===== config.mk =====
export PLATFORM = sky130hd
export DESIGN_NAME = odyssey_video_out_flat
export DESIGN_NICKNAME = d
export VERILOG_FILES = /design/src/rtl/odyssey_video_out_if.sv /design/src/rtl/odyssey_video_out.sv /design/src/flat_wrapper.sv
export SDC_FILE = /design/constraint.sdc
export NUM_CORES = 1
export LEC_CHECK = 0
export BUFFER_PORTS_ARGS = -buffer_cell sky130_fd_sc_hd__buf_2
export CORE_ASPECT_RATIO = 0.7
export CORE_MARGIN = 5
export CORE_UTILIZATION = 58
export CTS_CLUSTER_SIZE = 28
export DETAILED_ROUTE_END_ITERATION = 8
export PLACE_DENSITY = 0.91
export REMOVE_ABC_BUFFERS = 1
export SLEW_MARGIN = 20
export SYNTH_ARGS = -nofsm -noshare
export SYNTH_HDL_FRONTEND = slang
export SYNTH_SLANG_ARGS = --single-unit

===== constraint.sdc =====
create_clock -name clk -period 4 [get_ports clk]
set_input_delay 0.8 -clock clk [delete_from_list [all_inputs] [get_ports clk]]
set_output_delay 0.8 -clock clk [all_outputs]
set_load 0.1 [all_outputs]

===== src/rtl/odyssey_video_out_if.sv =====
// Video path bundle between the Odyssey core and the framework outputs.
// The master side drives raw sync/luma and controls; the slave returns timed video.
interface odyssey_video_out_if #(
    parameter int unsigned CNT_W = 12
);
    logic             pal;
    logic [1:0]       col;
    logic             hsync_in;
    logic             vsync_in;
    logic [7:0]       video_in;
    logic             hsync_out;
    logic             vsync_out;
    logic             hblank;
    logic             vblank;
    logic             de;
    logic [7:0]       r;
    logic [7:0]       g;
    logic [7:0]       b;
    logic [CNT_W-1:0] line_len;
    logic [CNT_W-1:0] frame_lines;
    logic             sync_ok;

    modport master (
        output pal, col, hsync_in, vsync_in, video_in,
        input  hsync_out, vsync_out, hblank, vblank, de, r, g, b,
               line_len, frame_lines, sync_ok
    );

    modport slave (
        input  pal, col, hsync_in, vsync_in, video_in,
        output hsync_out, vsync_out, hblank, vblank, de, r, g, b,
               line_len, frame_lines, sync_ok
    );
endinterface


===== src/rtl/odyssey_video_out.sv =====
// Odyssey video back end: measures line/frame timing from raw syncs, derives
// blanking/DE, colours the luma and emits RGB + sync with a fixed 3-clock latency.
module odyssey_video_out #(
    parameter int unsigned H_ACT_START    = 88,
    parameter int unsigned H_ACT_END      = 1147,
    parameter int unsigned V_ACT_START    = 34,
    parameter int unsigned V_ACT_END_NTSC = 240,
    parameter int unsigned V_ACT_END_PAL  = 288,
    parameter int unsigned CNT_W          = 12,
    parameter int unsigned LEN_TOL        = 2
) (
    input logic                clk,
    input logic                reset,
    odyssey_video_out_if.slave vio
);
    localparam logic [CNT_W-1:0] CNT_MAX = '1;

    function automatic logic [CNT_W-1:0] sat_inc(input logic [CNT_W-1:0] x);
        return (x == CNT_MAX) ? x : x + CNT_W'(1);
    endfunction

    logic             hs0_q, hs1_q, vs0_q, vs1_q, vs_l_q, vs_l_d;
    logic             hsync_out_q, vsync_out_q;
    logic [7:0]       v0_q, vd_q;
    logic [7:0]       r_q, r_d, g_q, g_d, b_q, b_d;
    logic [CNT_W-1:0] hcnt_q, hcnt_d, vcnt_q, vcnt_d;
    logic [CNT_W-1:0] line_len_q, line_len_d, frame_lines_q, frame_lines_d;
    logic             pal_l_q, pal_l_d;
    logic             hblank_q, hblank_d, vblank_q, vblank_d, de_q, de_d;
    logic             sync_ok_q, sync_ok_d;
    logic             hfall, vfall;
    logic [CNT_W:0]   hlen, len_diff;
    logic [CNT_W-1:0] v_end;

    assign hfall = hs1_q & ~hs0_q;
    // VSync is only looked at on line starts, so a frame begins on the first low line
    assign vfall = vs_l_q & ~vs0_q;
    // Unsaturated length keeps a saturated line from looking in-tolerance
    assign hlen     = {1'b0, hcnt_q} + (CNT_W+1)'(1);
    assign len_diff = (hlen >= {1'b0, line_len_q}) ? hlen - {1'b0, line_len_q}
                                                   : {1'b0, line_len_q} - hlen;
    assign v_end    = pal_l_q ? CNT_W'(V_ACT_END_PAL) : CNT_W'(V_ACT_END_NTSC);

    always_comb begin
        hcnt_d        = hfall ? '0 : sat_inc(hcnt_q);
        line_len_d    = hfall ? sat_inc(hcnt_q) : line_len_q;
        vcnt_d        = vcnt_q;
        frame_lines_d = frame_lines_q;
        pal_l_d       = pal_l_q;
        vs_l_d        = vs_l_q;
        sync_ok_d     = sync_ok_q;

        if (hfall) begin
            vs_l_d = vs0_q;
            if (vfall) begin
                vcnt_d        = '0;
                frame_lines_d = sat_inc(vcnt_q);
                pal_l_d       = vio.pal;
            end else begin
                vcnt_d = sat_inc(vcnt_q);
            end
        end

        if (hcnt_q == CNT_MAX) begin
            sync_ok_d = 1'b0;
        end else if (hfall) begin
            if (len_diff > (CNT_W+1)'(LEN_TOL))
                sync_ok_d = 1'b0;
            else if (line_len_q != '0)
                sync_ok_d = 1'b1;
        end

        // End compare comes last so it wins when start == end
        hblank_d = hblank_q;
        if (hcnt_q == CNT_W'(H_ACT_START)) hblank_d = 1'b0;
        if (hcnt_q == CNT_W'(H_ACT_END))   hblank_d = 1'b1;
        vblank_d = vblank_q;
        if (vcnt_q == CNT_W'(V_ACT_START)) vblank_d = 1'b0;
        if (vcnt_q == v_end)               vblank_d = 1'b1;

        // DE and RGB share the blanking cycle so all outputs line up
        de_d = ~(hblank_d | vblank_d);
        r_d  = (de_d && (vio.col == 2'd0 || vio.col == 2'd1)) ? vd_q : 8'h00;
        g_d  = (de_d && (vio.col == 2'd0 || vio.col == 2'd2)) ? vd_q : 8'h00;
        b_d  = (de_d && (vio.col == 2'd0 || vio.col == 2'd3)) ? vd_q : 8'h00;
    end

    always_ff @(posedge clk) begin
        if (reset) begin
            hs0_q         <= 1'b1;
            hs1_q         <= 1'b1;
            vs0_q         <= 1'b1;
            vs1_q         <= 1'b1;
            vs_l_q        <= 1'b1;
            hsync_out_q   <= 1'b1;
            vsync_out_q   <= 1'b1;
            v0_q          <= 8'h00;
            vd_q          <= 8'h00;
            r_q           <= 8'h00;
            g_q           <= 8'h00;
            b_q           <= 8'h00;
            hcnt_q        <= '0;
            vcnt_q        <= '0;
            line_len_q    <= '0;
            frame_lines_q <= '0;
            pal_l_q       <= 1'b0;
            hblank_q      <= 1'b1;
            vblank_q      <= 1'b1;
            de_q          <= 1'b0;
            sync_ok_q     <= 1'b0;
        end else begin
            hs0_q         <= vio.hsync_in;
            hs1_q         <= hs0_q;
            vs0_q         <= vio.vsync_in;
            vs1_q         <= vs0_q;
            vs_l_q        <= vs_l_d;
            hsync_out_q   <= hs1_q;
            vsync_out_q   <= vs1_q;
            v0_q          <= vio.video_in;
            vd_q          <= v0_q;
            r_q           <= r_d;
            g_q           <= g_d;
            b_q           <= b_d;
            hcnt_q        <= hcnt_d;
            vcnt_q        <= vcnt_d;
            line_len_q    <= line_len_d;
            frame_lines_q <= frame_lines_d;
            pal_l_q       <= pal_l_d;
            hblank_q      <= hblank_d;
            vblank_q      <= vblank_d;
            de_q          <= de_d;
            sync_ok_q     <= sync_ok_d;
        end
    end

    assign vio.hsync_out   = hsync_out_q;
    assign vio.vsync_out   = vsync_out_q;
    assign vio.hblank      = hblank_q;
    assign vio.vblank      = vblank_q;
    assign vio.de          = de_q;
    assign vio.r           = r_q;
    assign vio.g           = g_q;
    assign vio.b           = b_q;
    assign vio.line_len    = line_len_q;
    assign vio.frame_lines = frame_lines_q;
    assign vio.sync_ok     = sync_ok_q;
endmodule

===== src/flat_wrapper.sv =====
// flat-port wrapper written by rule: the top's interface ports become plain ports
module odyssey_video_out_flat 
#(
    parameter int unsigned H_ACT_START    = 88,
    parameter int unsigned H_ACT_END      = 1147,
    parameter int unsigned V_ACT_START    = 34,
    parameter int unsigned V_ACT_END_NTSC = 240,
    parameter int unsigned V_ACT_END_PAL  = 288,
    parameter int unsigned CNT_W          = 12,
    parameter int unsigned LEN_TOL        = 2
)
  (clk, reset, vio_pal, vio_col, vio_hsync_in, vio_vsync_in, vio_video_in, vio_hsync_out, vio_vsync_out, vio_hblank, vio_vblank, vio_de, vio_r, vio_g, vio_b, vio_line_len, vio_frame_lines, vio_sync_ok);
  odyssey_video_out_if #(.CNT_W(CNT_W)) vio_i ();
  input logic clk;
  input logic reset;
  input wire logic [$bits(vio_i.pal)-1:0] vio_pal;
  input wire logic [$bits(vio_i.col)-1:0] vio_col;
  input wire logic [$bits(vio_i.hsync_in)-1:0] vio_hsync_in;
  input wire logic [$bits(vio_i.vsync_in)-1:0] vio_vsync_in;
  input wire logic [$bits(vio_i.video_in)-1:0] vio_video_in;
  output wire logic [$bits(vio_i.hsync_out)-1:0] vio_hsync_out;
  output wire logic [$bits(vio_i.vsync_out)-1:0] vio_vsync_out;
  output wire logic [$bits(vio_i.hblank)-1:0] vio_hblank;
  output wire logic [$bits(vio_i.vblank)-1:0] vio_vblank;
  output wire logic [$bits(vio_i.de)-1:0] vio_de;
  output wire logic [$bits(vio_i.r)-1:0] vio_r;
  output wire logic [$bits(vio_i.g)-1:0] vio_g;
  output wire logic [$bits(vio_i.b)-1:0] vio_b;
  output wire logic [$bits(vio_i.line_len)-1:0] vio_line_len;
  output wire logic [$bits(vio_i.frame_lines)-1:0] vio_frame_lines;
  output wire logic [$bits(vio_i.sync_ok)-1:0] vio_sync_ok;
  assign vio_i.pal = vio_pal;
  assign vio_i.col = vio_col;
  assign vio_i.hsync_in = vio_hsync_in;
  assign vio_i.vsync_in = vio_vsync_in;
  assign vio_i.video_in = vio_video_in;
  assign vio_hsync_out = vio_i.hsync_out;
  assign vio_vsync_out = vio_i.vsync_out;
  assign vio_hblank = vio_i.hblank;
  assign vio_vblank = vio_i.vblank;
  assign vio_de = vio_i.de;
  assign vio_r = vio_i.r;
  assign vio_g = vio_i.g;
  assign vio_b = vio_i.b;
  assign vio_line_len = vio_i.line_len;
  assign vio_frame_lines = vio_i.frame_lines;
  assign vio_sync_ok = vio_i.sync_ok;
  odyssey_video_out #(.H_ACT_START(H_ACT_START), .H_ACT_END(H_ACT_END), .V_ACT_START(V_ACT_START), .V_ACT_END_NTSC(V_ACT_END_NTSC), .V_ACT_END_PAL(V_ACT_END_PAL), .CNT_W(CNT_W), .LEN_TOL(LEN_TOL)) u_core (.clk(clk), .reset(reset), .vio(vio_i));
endmodule

## After elaboration in Yosys (flattened, before gate mapping)

Cells that the tools add are included.

- Register bits after elaboration: 100
- Latch bits: 0
- Bits in writable memories: 0
- Bits in read-only memories: 0
- Bits of input ports: 15
- Output and inout port bits: 54
- Word-level logic and storage cells: 73
- Memories kept: 0

- Add/subtract/negate cells: 5
- $mul: 0
- Divide/modulo/power cells: 0
- $lt $le $gt $ge: 2
- Eq/ne operators: 9
- Shift operators: 0
- Muxes and demuxes: 11
- Bitwise operators: 9
- Reductions and logical operators: 16

Operator list:

| operator | count |
|---|---|
| 2-to-1 mux 12 bit | 3 |
| adder 12 x 1 -> 12 bit (second input constant) | 2 |
| == test 12 bit (second input constant) | 2 |
| adder 12 x 1 -> 13 bit (second input constant) | 1 |
| >= comparator 13 x 12 -> 1 bit | 1 |
| greater-than comparator 13 x 2 -> 1 bit (second input constant) | 1 |
| 2-to-1 mux 13 bit | 1 |
| subtractor 12 x 13 -> 13 bit | 1 |
| subtractor 13 x 12 -> 13 bit | 1 |
| == test 12 x 11 -> 1 bit (second input constant) | 1 |
| == test 12 bit | 1 |
| == test 12 x 6 -> 1 bit (second input constant) | 1 |
| == test 12 x 7 -> 1 bit (second input constant) | 1 |
| nonzero test 12 bit | 1 |
| OR reduction 2 bit | 5 |
| 2-to-1 mux 9 bit | 1 |
| 2-to-1 mux 1 bit | 6 |
| NOT 1 bit | 6 |
| == test 2 bit (second input constant) | 2 |
| AND reduction 2 bit | 2 |
| logical AND 1 bit | 3 |
| logical OR 1 bit | 3 |
| AND 1 bit | 2 |
| == test 2 x 1 -> 1 bit (second input constant) | 1 |
| other kinds (3) | 3 |

## Depth between registers and ports, before layout

Gate-level depths: netlist (run 1).

- Word-level depth: 8
- Gate-level depth with buffers: 17
- Mapped depth without buffers: 16

## Least setup slack after synthesis (run 1)

OpenSTA, ideal clock, no wires.

- Path type: reg2reg
- From: register u_core.hcnt_q[0]
- To: register u_core.sync_ok_q, in the netlist u_core.vio.sync_ok
- Setup time: 0.087 ns
- Arrival: 3.599 ns
- Required time: 3.913 ns
- Slack: 0.314 ns
- Cell stages (with the launch flop): 17
- Buffers on the path: 1
- Period minus slack after synthesis: 3.686 ns
- Cell sequence: dfxtp_1 > ha_1 > nand3_1 > nor2_1 > and3_2 > xor2_1 > ha_1 > buf_2 > nand4_1 > o32ai_1 > a311oi_4 > o311ai_4 > o32a_2 > xnor2_1 > nor4_2 > nand4_1 > o31ai_1

- Cells in the longest elaborated chain, start to end: 6
- Elaborated cells between the ends (all ways): 11
- Those cells by class: add/sub (3); order compare (2); eq/ne (1); mux (2); reduce/logical (3)

RTL lines:

| item | RTL line | RTL |
|---|---|---|
| start, declared | odyssey_video_out.sv:26 | `logic [CNT_W-1:0] hcnt_q, hcnt_d, vcnt_q, vcnt_d;` |
| start signal, assigned | odyssey_video_out.sv:124 | `hcnt_q <= hcnt_d;` |
| adder 12 x 1 -> 13 bit | odyssey_video_out.sv:39 | `assign hlen = {1'b0, hcnt_q} + (CNT_W+1)'(1);` |
| subtractor 12 x 13 -> 13 bit (tied with other cells) | odyssey_video_out.sv:41 | `: {1'b0, line_len_q} - hlen;` |
| 2-to-1 mux 13 bit | odyssey_video_out.sv:40 | `assign len_diff = (hlen >= {1'b0, line_len_q}) ? hlen - {1'b0, line_len_q}` |
| greater-than comparator 13 x 2 -> 1 bit | odyssey_video_out.sv:67 | `if (len_diff > (CNT_W+1)'(LEN_TOL))` |
| nonzero test 2 bit (no source line) | - |  |
| AND reduction 2 bit (no source line) | - |  |
| end signal, assigned | odyssey_video_out.sv:132 | `sync_ok_q <= sync_ok_d;` |
| end, declared | odyssey_video_out.sv:30 | `logic sync_ok_q, sync_ok_d;` |

Parallel ways exist; a longest one is shown, timed or not.
A chain may end at the register's enable or synchronous reset.

## Final worst setup path (run 1)

- From: register u_core.hcnt_q[1]
- To: register u_core.sync_ok_q, in the netlist u_core.vio.sync_ok

Same word-level chain as after synthesis.

==> metrics.cfg, run 1 <==
[placed_design]
dp_hpwl_mm = 9.22
pre_cts_ws_ps = 140
port_buffers = 68
gp_congestion = 0.936

[routing]
viasPerCell = 5.82
drc = 0
drt_iter0_drc = 355
first_pass_iters = 5
ant_nets = 0
vias = 4345
wl_mm = 12.7
wl_per_cell_um = 17.0

[synth]
synth_seq_cells = 100
yosys-top-cells-area = dfxtp_1, ha_1, nor2_1
syn_inst = 571
ys.flop_type = dfxtp_1
yosys.cell_types.count = 58
synth_top_cell_area_share_pct = 40.1
ys_seq_area_share_pct = 40.1
syn_avg_cell_area_um2 = 8.74
netlist_area_um2 = 4990
yosysTopAreaCell = dfxtp_1
synth_edf_count = 0
yosys_warnings = 0
synthArstFlopShare_pct = 0

[setup_path]
path_cells = ha_1 -> nand3_2 -> nor2_4 -> buf_4 -> xor2_1 -> ha_1 -> buf_4 -> a21oi_1 -> o21ai_0 -> nand2b_1 -> o311ai_4 -> mux2_2 -> a21oi_1 -> buf_4 -> a21oi_1 -> a211oi_1 -> o31ai_1
arrival_ps = 4030
r2r-start = u_core.hcnt_q[1]
crit_type = reg -> reg
endpoint_kind = flip-flop
max_stage_delay_ps = 390
slowest_stage = dfxtp_1
r2r_end = u_core.vio.sync_ok
path_max_fanout = 6
crit_required_ps = 4240
startpoint_type = flip-flop
r2r_slack_ps = 210
r2r_cells = 17

[global_routing]
grt.total_usage_pct = 24.6
grt-ovfl-total = 0
grt_max_degree = 48
grt_pass1_wl_mm = 20.9
first_global_vias = 4287
antenna_found_initial = 0

[floorplan]
die_y_um = 87.6
die_area_um2 = 10600
die_w_um = 121
io_pins = 69
row_count = 28
core-area_um2 = 8410
start_util_pct = 59.4

[clock_network]
cts_max_path_buffers = 2
htree_levels = 3
path_clk_slew_ps = 70
cts_inserted_buffers = 9
clk_latency_ps = 350
cts_hold_buf = 0
numClockSinks = 100
clockRootBuffer = clkbuf_16
cts_tree = built

[layout]
area_delta_synth_final_pct = 16.5
utilization_pct = 69.2
nets = 685
layout_commonest_cell = dfxtp_1
final_cell_mix = dfxtp_1, buf_2, nor2_1, nand2_1, inv_1
n_antenna_cell = 0
drive_gt1_share_pct = 20.7

[power]
leakagePower_uw = 0.00251
ir_worst_vdd_mv = 0.354
power.density_nw_per_um2 = 410

[sta]
max_slew_margin_pct = 46.0
rsz0062_at_grt = false
slew_violations = 0
finalCriticalPeriod_ps = 3790
setup_viol = 0
finalClockSkew_ps = 8.60
fmax_mhz = 264
post-route-period-util_pct = 94.7
fin_ws_ps = 212
tightest_slew_ps = 804
hold_viol_final = 0
tns_ps = 0

[run_status]
status = completed

[min_path]
holdCritPathClass = reg -> reg
hold_start = u_core.vs1_q
min_to = u_core.vio.vsync_out
hold_depth = 1

[run]
maxCapViolations = 0

==> worst max-delay path: cells and delay by family (launching register included) <==
| family | cells | cell delay, ps |
|---|---|---|
| xor+xnor | 1 | 200 |
| compound gates | 7 | 1250 |
| buf+inv | 3 | 460 |
| simple gates | 3 | 540 |
| mux | 1 | 320 |
| fa+ha+maj | 2 | 510 |
| flops | 1 | 390 |
==> routing by layer <==
| metal | global-route usage (%) | share of wire (%) | vias up |
|---|---|---|---|
| li1 | - | - | 2086 |
| met1 | 33.1 | 46 | 2071 |
| met2 | 38.1 | 44 | 160 |
| met3 | 8.13 | 7.6 | 28 |
| met4 | 7.10 | 2.0 | 0 |
| met5 | 0 | 0 | - |
==> cells in the mapped netlist, types with 7 or more instances <==
cell type,instances
mux2i_1,11
nor2_1,65
o21ai_0,22
buf_2,9
inv_1,36
clkbuf_1,22
and3_1,7
a21oi_1,25
nand4_1,7
xor2_1,12
nand3_1,18
xnor2_1,15
and2_1,26
ha_1,31
nor2b_1,21
a211oi_1,20
dfxtp_1,100
nand2_1,37
==> flip-flops by register name, summed over array words and instances, names as in the netlist, 8 cells and up <==
register	flops
u_core.vio.b	8
u_core.vio.line_len	12
u_core.vio.g	8
u_core.vd_q	8
u_core.vio.r	8
u_core.vio.frame_lines	12
u_core.hcnt_q	12
u_core.v0_q	8
u_core.vcnt_q	12
==> worst max path at each step <==
stage                                start                  to  slack, ps  depth (start not counted)
global placement          u_core.hcnt_q[0]  u_core.vio.sync_ok        300                         16
global route              u_core.hcnt_q[1]  u_core.vio.sync_ok          3                         17
finish                    u_core.hcnt_q[1]  u_core.vio.sync_ok        210                         17
CTS                       u_core.hcnt_q[0]  u_core.vio.sync_ok        110                         15
detailed placement        u_core.hcnt_q[1]  u_core.vio.sync_ok        140                         15
floorplan           u_core.vio.line_len[1]  u_core.vio.sync_ok        170                         11
==> layout make-up <==
type | count | area, um2
Clock inverter | 7 | 58.8
Multi-Input combinational cell | 404 | 2780
Timing Repair Buffer | 86 | 475
Inverter | 36 | 135
Clock buffer | 9 | 225
Fill cell | 647 | 2590
Tap cell | 105 | 131
Sequential cell | 100 | 2000
==> power by group <==
group          internal, uW  switching (uW)  leakage [uW]
sequential             1020            22.8      0.000814
combinational           191             328       0.00155
clock                   432             388      0.000144
==> cell families (layout without fill, tap and decap cells) <==
| group | Yosys count | after routing | share of synthesized area, % |
|---|---|---|---|
| AO/OA/AOI/OAI | 107 | 108 | 15.0 |
| buffers and inverters | 68 | 138 | 5.49 |
| flip-flops | 100 | 100 | 40.1 |
| multiplexers | 13 | 13 | 2.66 |
| adder cells (fa/ha/maj) | 33 | 33 | 8.57 |
| AND/OR/NAND/NOR | 223 | 223 | 23.4 |
| XOR/XNOR | 27 | 27 | 4.74 |
==> through the flow <==
stage / cells / hold WS (ps) / instance area (um2) / power, uW
final: 747 / 423 / 5810 / 2380
after global routing: 747 / 453 / 5810 / 2480
after CTS: 745 / 423 / 5740 / 2370
after detailed placement: 729 / 412 / 5450 / 1560
after global placement: 729 / 400 / 5450 / 1550
after floorplan: 539 / 389 / 4850 / 1420
==> timing repair <==
item,4_1_cts,5_1_grt
gates resized for setup,0,11
setup endpoints to repair,0,1
buffers inserted,0,1
Note: power is estimated with default switching activity, not from simulation.
==> run 2, diff against run 1 <==
Settings changed: CORE_ASPECT_RATIO 0.7 to 0.5.
==> metrics.cfg, run 2 (synthesis results as in run 1) <==
[run_status]
status = completed

[routing]
wl_per_cell_um = 16.1
drc = 0
vias = 4262
first_pass_iters = 4
ant_nets = 0
wl_mm = 12.1
drt_iter0_drc = 334
viasPerCell = 5.68

[setup_path]
startpoint_type = flip-flop
endpoint_kind = flip-flop
path_max_fanout = 7
crit_type = reg -> reg
arrival_ps = 4000
crit_required_ps = 4240

[layout]
final_cell_mix = dfxtp_1, buf_2, nor2_1, nand2_1, inv_1
n_antenna_cell = 0
layout_commonest_cell = dfxtp_1
area_delta_synth_final_pct = 15.7
final_area_um2 = 5780
nets = 681
drive_gt1_share_pct = 19.9
utilization_pct = 70.5

[sta]
finalClockSkew_ps = 9.42
hold_viol_final = 0
tns_ps = 0
tightest_slew_ps = 867
post-route-period-util_pct = 94.0
slew_violations = 0
rsz0062_at_grt = false
setup_viol = 0
whs_ps = 428
fmax_mhz = 266
fin_ws_ps = 240
finalCriticalPeriod_ps = 3760
max_slew_margin_pct = 41.8

[global_routing]
gr-max-usage-layer = met2
grt.total_usage_pct = 22.7
first_global_vias = 4125
use_met1_pct = 27.6
antenna_found_initial = 0
grt_max_degree = 37
grt_pass1_wl_mm = 19.5
globalRouteMet3Util_pct = 4.26
use_met2_pct = 41.3
grt-ovfl-total = 0

[floorplan]
die_y_um = 75.6
start_util_pct = 60.9
core-area_um2 = 8200
row_count = 23
io_pins = 69
die_w_um = 141
die_area_um2 = 10700

[placed_design]
dp_hpwl_mm = 8.44
placed_area_um2 = 5400
pre_cts_ws_ps = -60.4
gp_congestion = 0.910
port_buffers = 68

[clock_network]
cts_max_path_buffers = 2
cts_inserted_buffers = 9
clockRootBuffer = clkbuf_16
path_clk_slew_ps = 70
htree_levels = 3
cts_hold_buf = 0
numClockSinks = 100
clk_latency_ps = 350
cts_tree = built

[power]
leakagePower_uw = 0.00249
ir_worst_vdd_mv = 0.292
power.density_nw_per_um2 = 409

[run]
maxCapViolations = 0

[min_path]
holdCritPathClass = reg -> reg

-- run 2: area by class of cell --
class                      count  area [um2]
sequential                   100        2000
tap                          112         140
multi-input combinational    404        2770
clock inverter                 7        57.6
fill                         593        2420
timing repair buffer          82         445
clock buffer                   9         225
inverter                      36         135
-- run 2: worst paths after layout --
check,startpoint,to,slack (ps),cells past startpoint
worst min-delay path,u_core.vs1_q,u_core.vio.vsync_out,430,1
worst min register to register,u_core.vs1_q,u_core.vio.vsync_out,430,1
worst max register to register,u_core.hcnt_q[0],u_core.vio.sync_ok,240,15
worst max-delay path,u_core.hcnt_q[0],u_core.vio.sync_ok,240,15
-- run 2: stage by stage --
step / power, uW / cells
5_1_grt: 2450 / 750
3_3_place_gp: 1520 / 728
2_1_floorplan: 1420 / 539
4_1_cts: 2340 / 744
6_report: 2360 / 750
3_5_place_dp: 1530 / 728
-- run 2: worst max-delay path, stage by stage, from the launching register on --
cell and delay [ps]:
dfxtp_1 390, ha_1 220, nand3_1 170, nor2_4 200
and3_2 200, xor2_1 250, ha_1 200, buf_4 160
nand4_1 250, o311ai_4 430, buf_4 190, mux2_2 320
a21oi_1 210, a21oi_1 100, a211oi_1 250, o31ai_1 100
-- run 2: what timing repair did --
action,in CTS,in global routing
gates resized for setup,1,6
setup buffers,0,5
pin swaps,0,4
setup endpoints to repair,1,1
gates cloned,0,1
-- run 2: per-layer routing --
| metal | part of all wire (%) | vias up | routed length [um] |
|---|---|---|---|
| met5 | 0 | - | 0 |
| met4 | 1.8 | 0 | 220 |
| met2 | 50 | 153 | 6010 |
| li1 | - | 2075 | - |
| met3 | 5.6 | 19 | 674 |
| met1 | 43 | 2015 | 5160 |
-- run 2: power breakdown --
group | leakage, uW | internal, uW | switching [uW]
Sequential | 0.000814 | 1020 | 22.0
Combinational | 0.00154 | 184 | 311
Clock | 0.000141 | 432 | 394
